==> config.mk <==
export PLATFORM = sky130hd
export DESIGN_NAME = width_16to12
export DESIGN_NICKNAME = d
export VERILOG_FILES = /design/src/rtl/width_16to12.sv
export SDC_FILE = /design/constraint.sdc
export NUM_CORES = 1
export LEC_CHECK = 0
export ABC_CLOCK_PERIOD_IN_PS = 3290
export CAP_MARGIN = 20
export CORE_ASPECT_RATIO = 1.2
export CORE_MARGIN = 2
export CORE_UTILIZATION = 25
export CTS_CLUSTER_SIZE = 24
export DETAILED_ROUTE_END_ITERATION = 6
export DONT_BUFFER_PORTS = 1
export MAX_ROUTING_LAYER = met4
export PLACE_DENSITY = 0.39
export SLEW_MARGIN = 40
export SYNTH_ARGS = -nofsm -noshare
export SYNTH_HDL_FRONTEND = slang
export SYNTH_SLANG_ARGS = --single-unit
==> constraint.sdc <==
create_clock -name clk -period 3.29 [get_ports clk]
set_clock_uncertainty 0.05 [all_clocks]
set_input_delay 0.4935 -clock clk [delete_from_list [all_inputs] [get_ports clk]]
set_output_delay 0.4935 -clock clk [all_outputs]
set_load 0.02 [all_outputs]
==> src/rtl/width_16to12.sv <==
// -----------------------------------------------------------------------------
// width_16to12
//   Re-slices a packetised stream of 16-bit words into 12-bit words,
//   earliest nibble in the LSBs on both sides. The tail of each packet is
//   zero-padded into a final 12-bit word, and that word is flagged last.
//   Ready/valid on both sides; the output register holds under backpressure.
//
// Ports
//   clk            system clock, rising edge
//   rst_n          asynchronous active-low reset
//   din[15:0]      input word, bits [3:0] earliest
//   din_vld        input word valid
//   din_vld_last   with din_vld: final word of the packet
//   din_rdy        block accepts din this cycle (decoded from registers only)
//   dout[11:0]     output word, bits [3:0] earliest
//   dout_vld       output word valid
//   dout_vld_last  dout is the final word of the packet
//   dout_rdy       downstream accepts dout this cycle
// -----------------------------------------------------------------------------
module width_16to12 (
    input  logic        clk,
    input  logic        rst_n,
    input  logic [15:0] din,
    input  logic        din_vld,
    input  logic        din_vld_last,
    output logic        din_rdy,
    output logic [11:0] dout,
    output logic        dout_vld,
    output logic        dout_vld_last,
    input  logic        dout_rdy
);

    typedef enum logic {
        RUN   = 1'b0,
        FLUSH = 1'b1
    } state_t;

    state_t      state;
    state_t      state_next;

    // Accumulator holds up to 7 valid nibbles, oldest in the LSBs; bits above
    // 4*cnt are always zero.
    logic [27:0] acc;
    logic [27:0] acc_next;
    logic [27:0] acc_shifted;
    logic [2:0]  cnt;
    logic [2:0]  cnt_next;
    logic [2:0]  ins_base;

    logic        accept;
    logic        out_free;
    logic        emit_full;
    logic        emit_pad;
    logic        emit;
    logic        emit_last;
    logic [11:0] pad_word;

    // Accepting only when at most 3 nibbles remain keeps 3 + 4 <= 7.
    assign din_rdy   = (state == RUN) && (cnt <= 3'd3);
    assign accept    = din_vld && din_rdy;

    assign out_free  = !dout_vld || dout_rdy;
    assign emit_full = out_free && (cnt >= 3'd3);
    assign emit_pad  = out_free && (state == FLUSH) && ((cnt == 3'd1) || (cnt == 3'd2));
    assign emit      = emit_full || emit_pad;

    // In FLUSH no further input arrives, so an emit with cnt <= 3 drains
    // everything that is left.
    assign emit_last = (state == FLUSH) && (cnt <= 3'd3);

    // Tail word: only the nibbles still valid are passed, the rest are zero.
    always_comb begin
        pad_word = '0;
        if (cnt == 3'd1) begin
            pad_word = {8'h00, acc[3:0]};
        end else begin
            pad_word = {4'h0, acc[7:0]};
        end
    end

    // Shift out the emitted word first, then insert the accepted word just
    // above whatever remains.
    always_comb begin
        acc_shifted = acc;
        ins_base    = cnt;
        cnt_next    = cnt;
        if (emit_full) begin
            acc_shifted = acc >> 12;
            ins_base    = cnt - 3'd3;
            cnt_next    = cnt - 3'd3;
        end else if (emit_pad) begin
            acc_shifted = '0;
            cnt_next    = '0;
        end
        acc_next = acc_shifted;
        if (accept) begin
            acc_next = acc_shifted | ({12'h000, din} << {ins_base, 2'b00});
            cnt_next = cnt_next + 3'd4;
        end
    end

    always_comb begin
        state_next = state;
        case (state)
            RUN: begin
                if (accept && din_vld_last) begin
                    state_next = FLUSH;
                end
            end
            FLUSH: begin
                // cnt == 0 cannot normally occur in FLUSH; leaving anyway
                // keeps the block from locking up with din_rdy low.
                if ((emit && (cnt_next == 3'd0)) || (cnt == 3'd0)) begin
                    state_next = RUN;
                end
            end
            default: state_next = RUN;
        endcase
    end

    always_ff @(posedge clk or negedge rst_n) begin
        if (!rst_n) begin
            state <= RUN;
            acc   <= '0;
            cnt   <= '0;
        end else begin
            state <= state_next;
            acc   <= acc_next;
            cnt   <= cnt_next;
        end
    end

    always_ff @(posedge clk or negedge rst_n) begin
        if (!rst_n) begin
            dout          <= '0;
            dout_vld      <= 1'b0;
            dout_vld_last <= 1'b0;
        end else if (out_free) begin
            if (emit_full) begin
                dout          <= acc[11:0];
                dout_vld      <= 1'b1;
                dout_vld_last <= emit_last;
            end else if (emit_pad) begin
                dout          <= pad_word;
                dout_vld      <= 1'b1;
                dout_vld_last <= emit_last;
            end else begin
                dout_vld      <= 1'b0;
                dout_vld_last <= 1'b0;
            end
        end
    end

endmodule

======== Word-level counts from Yosys, hierarchy flattened ========
Index checks and enable logic that the tools add are counted.
storage, ports and cells
  output and inout port bits .............. 15
  memory bits (read-only) ................. 0
  word-level logic and storage cells ...... 49
  memories kept ........................... 0
  input port bits ......................... 21
  register bits ........................... 46
  bits in latches ......................... 0
  RAM bits ................................ 0
operators by class
  order comparisons ....................... 2
  bitwise gates (word level) .............. 2
  reductions and logical operators ........ 17
  $add $sub $neg .......................... 2
  $mul .................................... 0
  shift-type cells ........................ 1
  div/mod/pow operators ................... 0
  eq/ne operators ......................... 2
  multiplexer cells ....................... 17
operators with widths
  operator             number
  $mux 28              3
  $or 28x28->28        1
  $shl 16x5->28        1
  $mux 12              2
  $mux 3               4
  $logic_and 1x1->1    8
  $mux 8               1
  $logic_not 3->1      2
  $mux 1               6
  $logic_or 1x1->1     4
  $add 3x3->3 const B  1
  $eq 3x1->1 const B   1
  $eq 3x2->1 const B   1
  $ge 3x2->1 const B   1
  $le 3x2->1 const B   1
  $sub 3x2->3 const B  1
  $pmux 1 s2           1
  $reduce_and 2->1     1
  $reduce_bool 2->1    1
  $logic_not 1->1      1
  $not 1->1            1

======== Longest topological paths before layout ========
  word-level depth ........................ 13
  depth in mapped cells ................... 10
  depth with buffers taken out ............ 8

======== Worst setup path after synthesis ========
Ideal clock, no wire load.
  path kind ............................... reg-to-reg
  from .................................... reg cnt[0]
  to ...................................... reg acc[12]
  data required time ...................... 3114 ps
  slack ................................... 961 ps
  path buffers ............................ 1
  arrival ................................. 2152 ps
  cell stages (with the launch flop) ...... 10
  period minus slack after synthesis ...... 2329 ps
  library setup time ...................... 126 ps
  path through ............................ dfrtp_1 -> ha_1 -> ha_1 -> nor2_1 -> nor3_1 -> nand2b_1 -> buf_2 -> mux2i_1 -> o22ai_1 -> a221o_1
on the way
  longest elaborated chain between the ends .. 7
  elaborated cells on any way between the ends .. 16
  classes of those cells .................. add/sub: 1; order compare: 2; eq/ne: 2; shift: 1; mux: 4; bitwise: 1; reduce/logical: 5
RTL lines
  what                                                                line  RTL
  start: declaration                                                  46    logic [2:0] cnt;
  start signal: assignment                                            129   cnt <= cnt_next;
  parallel branches: the longest is 6 deep, another holds $ge 3x2->1  -
  $mux 28 *                                                           96    if (accept) begin
  net acc_next[12]                                                    44    logic [27:0] acc_next;
  end signal: assignment                                              128   acc <= acc_next;
  end: declaration                                                    43    logic [27:0] acc;
Mark *: on every way through the listed nets, which the timed path passes.
A chain may end at the register's enable or synchronous reset.

======== Worst setup path in the final report ========
  from .................................... reg cnt[0]
  to ...................................... reg acc[15]
Same word-level chain as after synthesis.

==> run metrics <==
Remaining Overflow, GRT=0; clock share of power=14.5%; Setup Buffers After CTS=0; DRT Wirelength=6710 um; critical path's most frequent cell=ha_1; Sw Pwr=1340 uW; Yosys warnings=0; reg2reg end=acc[15]$_DFF_PN0_; status=finished clean; R2R Setup Slk=0.45 ns; Die X=92.5 um; Pwr Density=1140 nW/um^2; CORE AREA=9080 um^2; sequential cell area fraction in the yosys report=49.0%; Slew headroom=64.2%; total vias in the final route=1728; fraction of registers with async set/reset=100%; worst ir drop on vdd=0.290 mV; largest cells by area after synthesis=dfrtp_1, mux2i_1, a22o_1, a221o_1, nand2_1; die height=110 um; P&R area growth vs syn=12.1%; Buf+Inv Stages, Crit Path=0; post_cts resized=0; Synthesized Nets=241; leading area contributor after synthesis=dfrtp_1; Die Area=10200 um^2; initial antenna violation count=0; share of layout cells above drive strength 1=12.0%; TritonRoute pass-1 iters=4; register area=1150 um^2; Critical Path Max Stage Delay=0.51 ns; leading register cell type out of synthesis=dfrtp_1; Post-synth EDFFs=0; Initial Utilization=25.9%; crit path kind=reg2reg; CP startpoint kind=flip-flop; Clock transition at path regs=0.09 ns; H-tree depth=2; Commonest cells post-synth=dfrtp_1, nand2_1, mux2i_1; detailed placer's ending HPWL=4630 um; slew at the pin with the worst max-slew slack=0.533 ns; internal power=1670 uW; Sw Share=44.6%; Yosys reg bits=46; number of diodes=0; Crit path max-delay family=compound AO/OA/AOI/OAI gates; Total GRT Usage=14.4%; DRC Markers=0; first-pass GRT wire length=10700 um; final setup TNS=0 ns; Worst Setup EP=acc[15]$_DFF_PN0_; Setup crit start=cnt[0]$_DFF_PN0_; WP depth=8; Leakage=0.00119 uW; final core utilization=29.0%; Arr. time, crit path=2.98 ns; DR vias/cell=5.14; Detailed Route Iter0 Violations=125; Tmin final=2.84 ns; TritonCTS Sinks=46; Rows=38; fin crit share=86.3%; TritonCTS clock tree=yes; Logic pwr share=51.4%; WL/cell=20.0 um; mapped cell area=2350 um^2; CP Cell Sequence=ha_1 > ha_1 > nor3_1 > o21ai_0 > o21a_1 > or2_1 > o22ai_1 > a221o_1; cells after synthesis=215; most numerous cell in the Yosys netlist=dfrtp_1; Register-to-Register Path Depth=8; GPL Wtd Cong=0.785; Yosys cell types=43; Port Buffers=0; final count of hold timing violations=0; Synth Area per Inst=10.9 um^2; final slew viol count=0; fmax=352 MHz; Worst setup EP type=flip-flop; CP max FO=12; clk root buf=clkbuf_8; I/O pin count=36; R2R Path Start=cnt[0]$_DFF_PN0_; largest net degree at the start of global routing=47; Synth top area share=49.0%; Hold Crit Class=in2reg; Clock Latency Late Sink=0.30 ns; slowest CP cell=dfrtp_1; final setup vio count=0; nets=241; TritonCTS Buffers=5; Antenna Nets Post-Route=0; clock tree buffer depth=2; # fillers=922; RSZ-0062 raised after global routing=no; max-capacitance violation count=0; power share of the sequential group=34.0%; vias in the first global route=1841; area of the multi-input gates=1090 um^2; Worst EP required=3.43 ns
[worst min-delay path by stage]
stage | start | endpoint | slack (ns) | cells after the start
2_1_floorplan | rst_n | acc[0]$_DFF_PN0_ | 0.15 | 0
6_report | din[3] | acc[3]$_DFF_PN0_ | 0.26 | 2
3_5_place_dp | rst_n | dout[1]$_DFFE_PN0P_ | 0.15 | 0
3_3_place_gp | rst_n | dout[1]$_DFFE_PN0P_ | 0.15 | 0
5_1_grt | din[3] | acc[3]$_DFF_PN0_ | 0.24 | 2
4_1_cts | din[3] | acc[3]$_DFF_PN0_ | 0.25 | 2
[placed cells by master (no fill, tap or decap), types with 2 or more instances in the layout]
cell,count
mux2_2,4
o211ai_1,5
or2_2,2
a22o_1,10
a2bb2oi_1,4
a21oi_1,3
o2111ai_1,2
clkbuf_8,5
and2_1,2
buf_4,5
dfrtp_1,46
nor3_1,4
nor2_1,4
a22oi_1,7
o21a_1,2
nor2b_1,2
o22ai_1,9
nand2b_1,2
nand2_2,2
a222oi_1,4
a21boi_0,3
ha_1,5
inv_1,9
o221ai_1,7
nand2_1,21
o21ai_0,6
mux2i_1,13
a221o_1,8
[sequential cells by signal (all words and copies together) (netlist names)]
name and count:
acc 28, dout 12, cnt 3, dout_vld 1, dout_vld_last 1, state 1
[power groups by stage]
stage	Sequential, uW	Combinational, uW	Clock [uW]
4_1_cts	1020	1560	462
3_5_place_dp	1040	1540	0
2_1_floorplan	977	1200	0
6_report	1020	1550	437
5_1_grt	1060	1720	483
3_3_place_gp	1040	1530	0
[worst register-to-register path, delay by kind of cell, from the launching register on]
family,cells,cell delay (ns)
AOI/OAI and AO/OA,4,1.16
adders and majority gates,2,0.46
DFF,1,0.51
and+or+nand+nor,2,0.54
[logic make-up after synthesis]
kind of cell	share of synthesized area [%]
adders and majority gates	2.66
AOI/OAI and AO/OA	26.2
DFF	49.0
muxes	7.45
xor gates and xnor gates	0.373
buffers and inverters	4.85
and+or+nand+nor	9.48
[per-stage QoR]
step / hold slack [ns] / area [um^2] / power [uW] / instances / setup WS [ns]
after CTS: 0.251 / 2640 / 3050 / 336 / 0.479
after floorplan: 0.148 / 2350 / 2170 / 215 / 0.961
after detailed placement: 0.150 / 2480 / 2580 / 326 / 0.524
after global routing: 0.244 / 2640 / 3250 / 336 / 0.224
after global placement: 0.150 / 2480 / 2570 / 326 / 0.634
final: 0.262 / 2640 / 3000 / 336 / 0.452
[metal layers]
metal  global-route usage (%)  share of wire, %  up-vias
li1                         -                 -      825
met1                     18.1                46      858
met2                     22.3                48       36
met3                     4.28               5.0        9
met4                     4.90               1.6        0
met5                        -                 0        -
[timing repair]
action | 4_1_cts | 5_1_grt
endpoints found under the hold margin | 46 | 0
endpoints found under the setup margin | 0 | 0
hold buffers | 2 | 0
[area by class of cell]
cell class,count,share of cell area [%]
multi-input cells,145,41.5
well taps,120,5.70
clock buffers,5,2.61
inverters,9,1.28
repair buffers,8,3.61
clock inverters,3,1.66
flip-flops and latches,46,43.7
Power figures use the tool's default switching activity.
